File: src/rtl/trap_controller_if.sv
// trap_controller_if: execute-stage, CSR-state and redirect signals exchanged between the
// pipeline/CSR file (master) and the machine-mode trap sequencer (slave).
interface trap_controller_if;
   // Execute-stage instruction and its decoded trap requests
   logic        ex_valid;
   logic [31:0] ex_pc;
   logic [31:0] ex_inst;
   logic        ex_fetch_misaligned;
   logic        ex_illegal;
   logic        ex_ebreak;
   logic        ex_ecall;
   logic        ex_mret;
   logic        csr_wen;
   // CSR state consumed by the sequencer
   logic [31:0] csr_mstatus;
   logic [31:0] csr_mie;
   logic [31:0] csr_mip;
   logic [31:0] csr_mtvec;
   logic [31:0] csr_mepc;
   // Sequencer outputs
   logic        ex_kill;
   logic        stall_n;
   logic        exception_occurred;
   logic        exception_returned;
   logic [31:0] new_mepc;
   logic [31:0] new_mcause;
   logic [31:0] new_mtval;
   logic        pc_redirect;
   logic [31:0] redirect_pc;

   modport master (
      output ex_valid, ex_pc, ex_inst, ex_fetch_misaligned, ex_illegal, ex_ebreak, ex_ecall,
             ex_mret, csr_wen, csr_mstatus, csr_mie, csr_mip, csr_mtvec, csr_mepc,
      input  ex_kill, stall_n, exception_occurred, exception_returned, new_mepc, new_mcause,
             new_mtval, pc_redirect, redirect_pc
   );

   modport slave (
      input  ex_valid, ex_pc, ex_inst, ex_fetch_misaligned, ex_illegal, ex_ebreak, ex_ecall,
             ex_mret, csr_wen, csr_mstatus, csr_mie, csr_mip, csr_mtvec, csr_mepc,
      output ex_kill, stall_n, exception_occurred, exception_returned, new_mepc, new_mcause,
             new_mtval, pc_redirect, redirect_pc
   );
endinterface

File: src/rtl/trap_controller.sv
// trap_controller: machine-mode trap sequencer. Arbitrates interrupts, synchronous exceptions
// and mret at the execute/commit boundary, kills the instruction, stalls for two cycles
// (TRAP/RET then REDIRECT) and redirects fetch.
// Optional feature: define TRAP_VECTORED_EN for vectored interrupt targets (mtvec mode 2'b01).
module trap_controller #(
   // Boot-vector override hook; only used as the reset value of the redirect target.
   parameter logic [31:0] RESET_PC = 32'h0
) (
   input logic             clk,
   input logic             rst_sync,
   trap_controller_if.slave bus
);

   typedef enum logic [1:0] {StIdle, StTrap, StRet, StRedirect} state_e;

   state_e      state_q, state_d;
   logic        occurred_q, returned_q, redirect_q;
   logic [31:0] mepc_q, mcause_q, mtval_q, target_q;

   logic        irq_mei, irq_msi, irq_mti;
   logic        irq_ok, int_sel, exc_sel, trap_sel, ret_sel, detect;
   logic [31:0] sel_cause, sel_mtval, trap_base, trap_target, next_target;
   logic        unused_bits;

   // Only the three machine-level interrupt lines participate
   assign irq_mei = bus.csr_mie[11] & bus.csr_mip[11];
   assign irq_msi = bus.csr_mie[3] & bus.csr_mip[3];
   assign irq_mti = bus.csr_mie[7] & bus.csr_mip[7];

   // A pending CSR write may be updating mstatus/mie, so interrupts wait one cycle for it
   assign irq_ok   = bus.ex_valid & bus.csr_mstatus[3] & ~bus.csr_wen & (state_q == StIdle);
   assign int_sel  = irq_ok & (irq_mei | irq_msi | irq_mti);
   assign exc_sel  = bus.ex_valid & (bus.ex_fetch_misaligned | bus.ex_illegal |
                                     bus.ex_ebreak | bus.ex_ecall);
   assign trap_sel = int_sel | exc_sel;
   assign ret_sel  = bus.ex_valid & bus.ex_mret & ~trap_sel;
   assign detect   = (state_q == StIdle) & (trap_sel | ret_sel);

   // Cause and trap value of the winning trap source
   always_comb begin
      sel_cause = '0;
      sel_mtval = '0;
      if (int_sel) begin
         sel_cause[31] = 1'b1;
         if (irq_mei)      sel_cause[4:0] = 5'd11;
         else if (irq_msi) sel_cause[4:0] = 5'd3;
         else              sel_cause[4:0] = 5'd7;
      end else if (bus.ex_fetch_misaligned) begin
         sel_cause[4:0] = 5'd0;
         sel_mtval      = bus.ex_pc;
      end else if (bus.ex_illegal) begin
         sel_cause[4:0] = 5'd2;
         sel_mtval      = bus.ex_inst;
      end else if (bus.ex_ebreak) begin
         sel_cause[4:0] = 5'd3;
      end else if (bus.ex_ecall) begin
         sel_cause[4:0] = 5'd11;
      end
   end

   assign trap_base = {bus.csr_mtvec[31:2], 2'b00};

`ifdef TRAP_VECTORED_EN
   // Only interrupts vector; synchronous exceptions and modes 2'b1x use the base
   assign trap_target = (int_sel && (bus.csr_mtvec[1:0] == 2'b01)) ?
                        trap_base + {25'b0, sel_cause[4:0], 2'b00} : trap_base;
   assign unused_bits = ^{bus.csr_mstatus[31:4], bus.csr_mstatus[2:0],
                          bus.csr_mie[31:12], bus.csr_mie[10:8], bus.csr_mie[6:4],
                          bus.csr_mie[2:0], bus.csr_mip[31:12], bus.csr_mip[10:8],
                          bus.csr_mip[6:4], bus.csr_mip[2:0]};
`else
   assign trap_target = trap_base;
   assign unused_bits = ^{bus.csr_mstatus[31:4], bus.csr_mstatus[2:0],
                          bus.csr_mie[31:12], bus.csr_mie[10:8], bus.csr_mie[6:4],
                          bus.csr_mie[2:0], bus.csr_mip[31:12], bus.csr_mip[10:8],
                          bus.csr_mip[6:4], bus.csr_mip[2:0], bus.csr_mtvec[1:0]};
`endif

   assign next_target = trap_sel ? trap_target : bus.csr_mepc;

   // Next-state logic of the sequencer
   always_comb begin
      state_d = state_q;
      unique case (state_q)
         StIdle: begin
            if (trap_sel)     state_d = StTrap;
            else if (ret_sel) state_d = StRet;
         end
         StTrap:     state_d = StRedirect;
         StRet:      state_d = StRedirect;
         StRedirect: state_d = StIdle;
         default:    state_d = StIdle;
      endcase
   end

   // State register, registered pulses and trap record captured on the detect edge
   always_ff @(posedge clk) begin
      if (rst_sync) begin
         state_q    <= StIdle;
         occurred_q <= 1'b0;
         returned_q <= 1'b0;
         redirect_q <= 1'b0;
         mepc_q     <= '0;
         mcause_q   <= '0;
         mtval_q    <= '0;
         target_q   <= RESET_PC;
      end else begin
         state_q    <= state_d;
         occurred_q <= (state_d == StTrap);
         returned_q <= (state_d == StRet);
         redirect_q <= (state_d == StRedirect);
         if (detect) begin
            target_q <= next_target;
            if (trap_sel) begin
               mepc_q   <= bus.ex_pc;
               mcause_q <= sel_cause;
               mtval_q  <= sel_mtval;
            end
         end
      end
   end

   assign bus.ex_kill            = detect & ~rst_sync;
   assign bus.stall_n            = (state_q == StIdle);
   assign bus.exception_occurred = occurred_q;
   assign bus.exception_returned = returned_q;
   assign bus.new_mepc           = mepc_q;
   assign bus.new_mcause         = mcause_q;
   assign bus.new_mtval          = mtval_q;
   assign bus.pc_redirect        = redirect_q;
   assign bus.redirect_pc        = target_q;

endmodule

File: src/flat_wrapper.sv
// flat-port wrapper written by rule: the top's interface ports become plain ports
module trap_controller_flat 
#(
                                                                                     
   parameter logic [31:0] RESET_PC = 32'h0
)
  (clk, rst_sync, bus_ex_valid, bus_ex_pc, bus_ex_inst, bus_ex_fetch_misaligned, bus_ex_illegal, bus_ex_ebreak, bus_ex_ecall, bus_ex_mret, bus_csr_wen, bus_csr_mstatus, bus_csr_mie, bus_csr_mip, bus_csr_mtvec, bus_csr_mepc, bus_ex_kill, bus_stall_n, bus_exception_occurred, bus_exception_returned, bus_new_mepc, bus_new_mcause, bus_new_mtval, bus_pc_redirect, bus_redirect_pc);
  trap_controller_if bus_i ();
  input logic clk;
  input logic rst_sync;
  input wire logic [$bits(bus_i.ex_valid)-1:0] bus_ex_valid;
  input wire logic [$bits(bus_i.ex_pc)-1:0] bus_ex_pc;
  input wire logic [$bits(bus_i.ex_inst)-1:0] bus_ex_inst;
  input wire logic [$bits(bus_i.ex_fetch_misaligned)-1:0] bus_ex_fetch_misaligned;
  input wire logic [$bits(bus_i.ex_illegal)-1:0] bus_ex_illegal;
  input wire logic [$bits(bus_i.ex_ebreak)-1:0] bus_ex_ebreak;
  input wire logic [$bits(bus_i.ex_ecall)-1:0] bus_ex_ecall;
  input wire logic [$bits(bus_i.ex_mret)-1:0] bus_ex_mret;
  input wire logic [$bits(bus_i.csr_wen)-1:0] bus_csr_wen;
  input wire logic [$bits(bus_i.csr_mstatus)-1:0] bus_csr_mstatus;
  input wire logic [$bits(bus_i.csr_mie)-1:0] bus_csr_mie;
  input wire logic [$bits(bus_i.csr_mip)-1:0] bus_csr_mip;
  input wire logic [$bits(bus_i.csr_mtvec)-1:0] bus_csr_mtvec;
  input wire logic [$bits(bus_i.csr_mepc)-1:0] bus_csr_mepc;
  output wire logic [$bits(bus_i.ex_kill)-1:0] bus_ex_kill;
  output wire logic [$bits(bus_i.stall_n)-1:0] bus_stall_n;
  output wire logic [$bits(bus_i.exception_occurred)-1:0] bus_exception_occurred;
  output wire logic [$bits(bus_i.exception_returned)-1:0] bus_exception_returned;
  output wire logic [$bits(bus_i.new_mepc)-1:0] bus_new_mepc;
  output wire logic [$bits(bus_i.new_mcause)-1:0] bus_new_mcause;
  output wire logic [$bits(bus_i.new_mtval)-1:0] bus_new_mtval;
  output wire logic [$bits(bus_i.pc_redirect)-1:0] bus_pc_redirect;
  output wire logic [$bits(bus_i.redirect_pc)-1:0] bus_redirect_pc;
  assign bus_i.ex_valid = bus_ex_valid;
  assign bus_i.ex_pc = bus_ex_pc;
  assign bus_i.ex_inst = bus_ex_inst;
  assign bus_i.ex_fetch_misaligned = bus_ex_fetch_misaligned;
  assign bus_i.ex_illegal = bus_ex_illegal;
  assign bus_i.ex_ebreak = bus_ex_ebreak;
  assign bus_i.ex_ecall = bus_ex_ecall;
  assign bus_i.ex_mret = bus_ex_mret;
  assign bus_i.csr_wen = bus_csr_wen;
  assign bus_i.csr_mstatus = bus_csr_mstatus;
  assign bus_i.csr_mie = bus_csr_mie;
  assign bus_i.csr_mip = bus_csr_mip;
  assign bus_i.csr_mtvec = bus_csr_mtvec;
  assign bus_i.csr_mepc = bus_csr_mepc;
  assign bus_ex_kill = bus_i.ex_kill;
  assign bus_stall_n = bus_i.stall_n;
  assign bus_exception_occurred = bus_i.exception_occurred;
  assign bus_exception_returned = bus_i.exception_returned;
  assign bus_new_mepc = bus_i.new_mepc;
  assign bus_new_mcause = bus_i.new_mcause;
  assign bus_new_mtval = bus_i.new_mtval;
  assign bus_pc_redirect = bus_i.pc_redirect;
  assign bus_redirect_pc = bus_i.redirect_pc;
  trap_controller #(.RESET_PC(RESET_PC)) u_core (.clk(clk), .rst_sync(rst_sync), .bus(bus_i));
endmodule
File: config.mk
export PLATFORM = sky130hd
export DESIGN_NAME = trap_controller_flat
export DESIGN_NICKNAME = d
export VERILOG_FILES = /design/src/rtl/trap_controller_if.sv /design/src/rtl/trap_controller.sv /design/src/flat_wrapper.sv
export SDC_FILE = /design/constraint.sdc
export NUM_CORES = 1
export LEC_CHECK = 0
export ABC_CLOCK_PERIOD_IN_PS = 1800
export BUFFER_PORTS_ARGS = -buffer_cell sky130_fd_sc_hd__buf_2
export CAP_MARGIN = 20
export CORE_AREA = 3 3 140 142
export DETAILED_ROUTE_END_ITERATION = 8
export DIE_AREA = 0 0 143 145
export PLACE_DENSITY_LB_ADDON = 0.15
export REMOVE_ABC_BUFFERS = 1
export SLEW_MARGIN = 20
export SYNTH_ARGS = -nofsm -noshare
export SYNTH_HDL_FRONTEND = slang
export SYNTH_SLANG_ARGS = --single-unit
File: constraint.sdc
create_clock -name clk -period 1.8 [get_ports clk]
set_input_delay 0 -clock clk [delete_from_list [all_inputs] [get_ports clk]]
set_output_delay 0 -clock clk [all_outputs]
set_load 0.005 [all_outputs]
==> run_results.csv <==
group,metric,value,unit
synth,ys.warnings.count,0,
synth,synth_area,5050,um^2
power,peakVddDrop,0.000568,V
synth,synthCells,605,
sta,max_slew_margin,65.7,%
worst_setup_path,crit_end,"u_core.bus.new_mcause[3]$_SDFFE_PP0P_",
worst_hold_path,hp-start,"rst_sync",
detailed_routing,dr_wl_met2,9400,um
global_route,grt_max_degree,57,
sta,skew,8.20,ps
floorplan,die_h,145,um
power,leakagePower,3.59,nW
finish,fin_cells,1172,
finish,design_area,8110,um^2
worst_setup_path,crit_slowest_cell,"dfxtp_2",
sta,final_max_slew_viol_count,0,
worst_setup_path,reg2reg_to,"u_core.bus.new_mcause[3]$_SDFFE_PP0P_",
placement,placed_area,6600,um^2
placement,pre_cts_slack,-13.0,ps
clock_tree,clkSinkCount,106,
global_route,grt_first_pass_wirelength,30800,um
global_route,grt_pass1_vias,5728,
synth,ys_seq_area_share,42.0,%
clock_tree,clk_pin_slew,70,ps
clock_tree,cts_tree,"done",
global_route,antenna_found_initial,0,
sta,min_period,1740,ps
synth,synth_cell_types,37,
finish,diodes,0,
clock_tree,clk-insertion-delay-late,350,ps
run,maxCapViolations,0,
detailed_routing,ant_nets,0,
worst_setup_path,critPathArrivalTime,2000,ps
detailed_routing,wl_met3,1720,um
detailed_routing,drt_first_pass_iters,4,
worst_setup_path,cpPeakStageDelay,320,ps
sta,tightest_slew,514,ps
finish,finalNetCount,1169,
sta,setup_tns,0,ps
worst_setup_path,startpoint,"u_core.state_q[1]$_SDFF_PP0_",
power,power.density,1060,nW/um^2
sta,hold_viol_final,0,
detailed_routing,top_layer,"met4",
placement,placed_cells,1046,
detailed_routing,wl_met1,8960,um
floorplan,initial_core_util,27.2,%
placement,dp.final_hpwl,13000,um
synth,synth_area_per_cell,8.35,um^2
worst_setup_path,start_kind,"register",
worst_setup_path,setup.worst_path.class,"register to register",
clock_tree,cts-root-buf,"clkbuf_16",
clock_tree,cts_buffers,9,
detailed_routing,drc,0,
detailed_routing,wirelength,20400,um
detailed_routing,detail_route.wl_per_cell,17.4,um
clock_tree,htree_num_levels,3,
clock_tree,ctsLongestPathBuffers,2,
worst_setup_path,reg2reg_depth,9,
synth,synth-seq-cells,106,
floorplan,rows,50,
finish,synthToLayoutAreaGrowth,60.5,%
worst_setup_path,r2r-start,"u_core.state_q[1]$_SDFF_PP0_",
sta,finalCritPeriodShare,96.4,%
floorplan,ios,366,
worst_setup_path,crit_fanout,23,
worst_setup_path,r2r_slack,60,ps
worst_setup_path,crit_chain,"inv_2, ha_4, nand4b_1, buf_4, o21ai_4, buf_6, buf_8, a21oi_1, a211oi_1",
global_route,grtUsageTotal,18.3,%
placement,port_buffers,247,
worst_setup_path,cp.required,2060,ps
detailed_routing,initialDrtViolationCount,176,
global_route,grt_remaining_overflow,0,
floorplan,core,18600,um^2
placement,gp_congestion,0.775,
detailed_routing,vias,5811,
status,status,"completed",
sta,fin_ws,64.6,ps
worst_hold_path,hold_path.class,"input port to register",
finish,n_fill_cell,1852,
finish,drive_gt1_share,37.5,%
floorplan,dieArea,20700,um^2
sta,setup_violations,0,
floorplan,fp.dieW,143,um
worst_setup_path,cp-end-kind,"register",
sta,max_freq,576,MHz
detailed_routing,via_per_inst,4.96,
[cell usage in the layout, fill, tap and decap left out, types with 32 or more instances in the layout]
cell type / count
buf_2: 246
dfxtp_1: 104
dlygate4sd3_1: 96
a21oi_1: 68
o21ai_0: 66
nand2_1: 64
nand3_1: 33
nor3_1: 32
a22o_1: 32
nand4_1: 32
[routing by layer]
metal  track usage [%]  vias up
li1                  -     2820
met2              30.3      242
met4              5.09        0
met1              23.3     2733
met5                 0        -
met3              4.91       16
[worst min path at each step]
stage	endpoint	slack [ps]	depth (start not counted)
after floorplan	bus_ex_kill	30	1
after global placement	u_core.bus.new_mepc[3]$_SDFFE_PP0P_	270	3
after global routing	u_core.bus.new_mepc[6]$_SDFFE_PP0P_	60	2
final	u_core.bus.new_mtval[6]$_SDFFE_PP0P_	40	2
after detailed placement	u_core.bus.redirect_pc[1]$_SDFFE_PP0P_	270	3
after CTS	u_core.bus.new_mepc[6]$_SDFFE_PP0P_	40	2
[power breakdown]
part           internal, W  total (W)  leakage (nW)  switching, W
registers          0.00277    0.00296         0.871      0.000197
clock network      0.00121    0.00211         0.145      0.000903
logic              0.00159    0.00348          2.57       0.00189
[cell type report]
class	instances	area [um^2]	share of cell area [%]
timing repair buffer	389	2770	34.2
multi-input combinational	423	2590	32.0
sequential	106	2120	26.2
tap	234	293	3.61
clock buffer	10	229	2.82
clock inverter	5	80.1	0.988
inverter	5	18.8	0.232
[timing repair]
item | CTS | global route
buffers inserted | 7 | 5
pin swaps | 4 | 3
gates cloned | 1 | 3
hold buffers | 96 | 0
endpoints found under the setup margin | 31 | 49
hold endpoints to repair | 65 | 0
resized for setup | 11 | 8
[cell usage after synthesis]
cell | count | area share [%]
clkbuf_1 | 51 | 3.8
buf_4 | 30 | 4.5
ha_1 | 2 | 0.50
conb_1 | 1 | 0.074
a211oi_1 | 1 | 0.15
mux2i_1 | 1 | 0.20
nand2b_1 | 3 | 0.37
nand3_1 | 33 | 3.3
inv_1 | 5 | 0.37
buf_2 | 11 | 1.1
nand4_1 | 32 | 4.0
nand2_1 | 65 | 4.8
o21a_1 | 1 | 0.15
o31ai_1 | 1 | 0.15
o22ai_1 | 1 | 0.12
a21oi_1 | 69 | 6.8
or2_1 | 1 | 0.12
nor3_1 | 32 | 3.2
nand4b_1 | 3 | 0.52
o41ai_1 | 1 | 0.17
a211o_1 | 1 | 0.17
a311oi_2 | 27 | 8.0
or2_2 | 2 | 0.25
clkbuf_2 | 1 | 0.099
nor2_1 | 6 | 0.45
nor2b_1 | 2 | 0.25
a31oi_1 | 2 | 0.25
and2_1 | 1 | 0.12
nor3b_1 | 2 | 0.30
a311oi_1 | 4 | 0.69
dfxtp_1 | 106 | 42
a22o_1 | 32 | 5.6
a221oi_1 | 1 | 0.17
o21ai_1 | 1 | 0.099
a222oi_1 | 1 | 0.20
o21ai_0 | 68 | 6.7
buf_1 | 4 | 0.30
[worst max-delay path, delay by kind of cell, from the launching register on]
family / cells / cell delay (ps)
buf+inv: 4 / 610
compound gates: 3 / 440
flops: 1 / 320
fa+ha+maj: 1 / 140
simple gates: 1 / 140
[metrics by stage]
stage | util (%) | hold slack (ps) | power (W)
after floorplan | - | 30.2 | 0.00448
after global placement | 35.5 | 271 | 0.00603
after detailed placement | 35.5 | 275 | 0.00602
after CTS | 43.1 | 35.8 | 0.00863
after global routing | 43.6 | 58.6 | 0.00910
final | 43.6 | 41.2 | 0.00855
[state kept, by name (all words and copies together), names as in the netlist]
register and flops:
u_core.bus.new_mepc 32, u_core.bus.new_mtval 32, u_core.bus.redirect_pc 32, u_core.bus.new_mcause 5
u_core.state_q 2, u_core.bus.exception_occurred 1, u_core.bus.exception_returned 1, u_core.bus.pc_redirect 1
[cell families after synthesis]
group,count (synthesis),share of synthesized area (%)
flops,106,42.0
simple gates,182,17.6
fa+ha+maj,2,0.495
buf+inv,102,10.1
compound gates,211,29.5
mux,1,0.198
other cells,1,0.0743
Note: power is estimated with default switching activity, not from simulation.
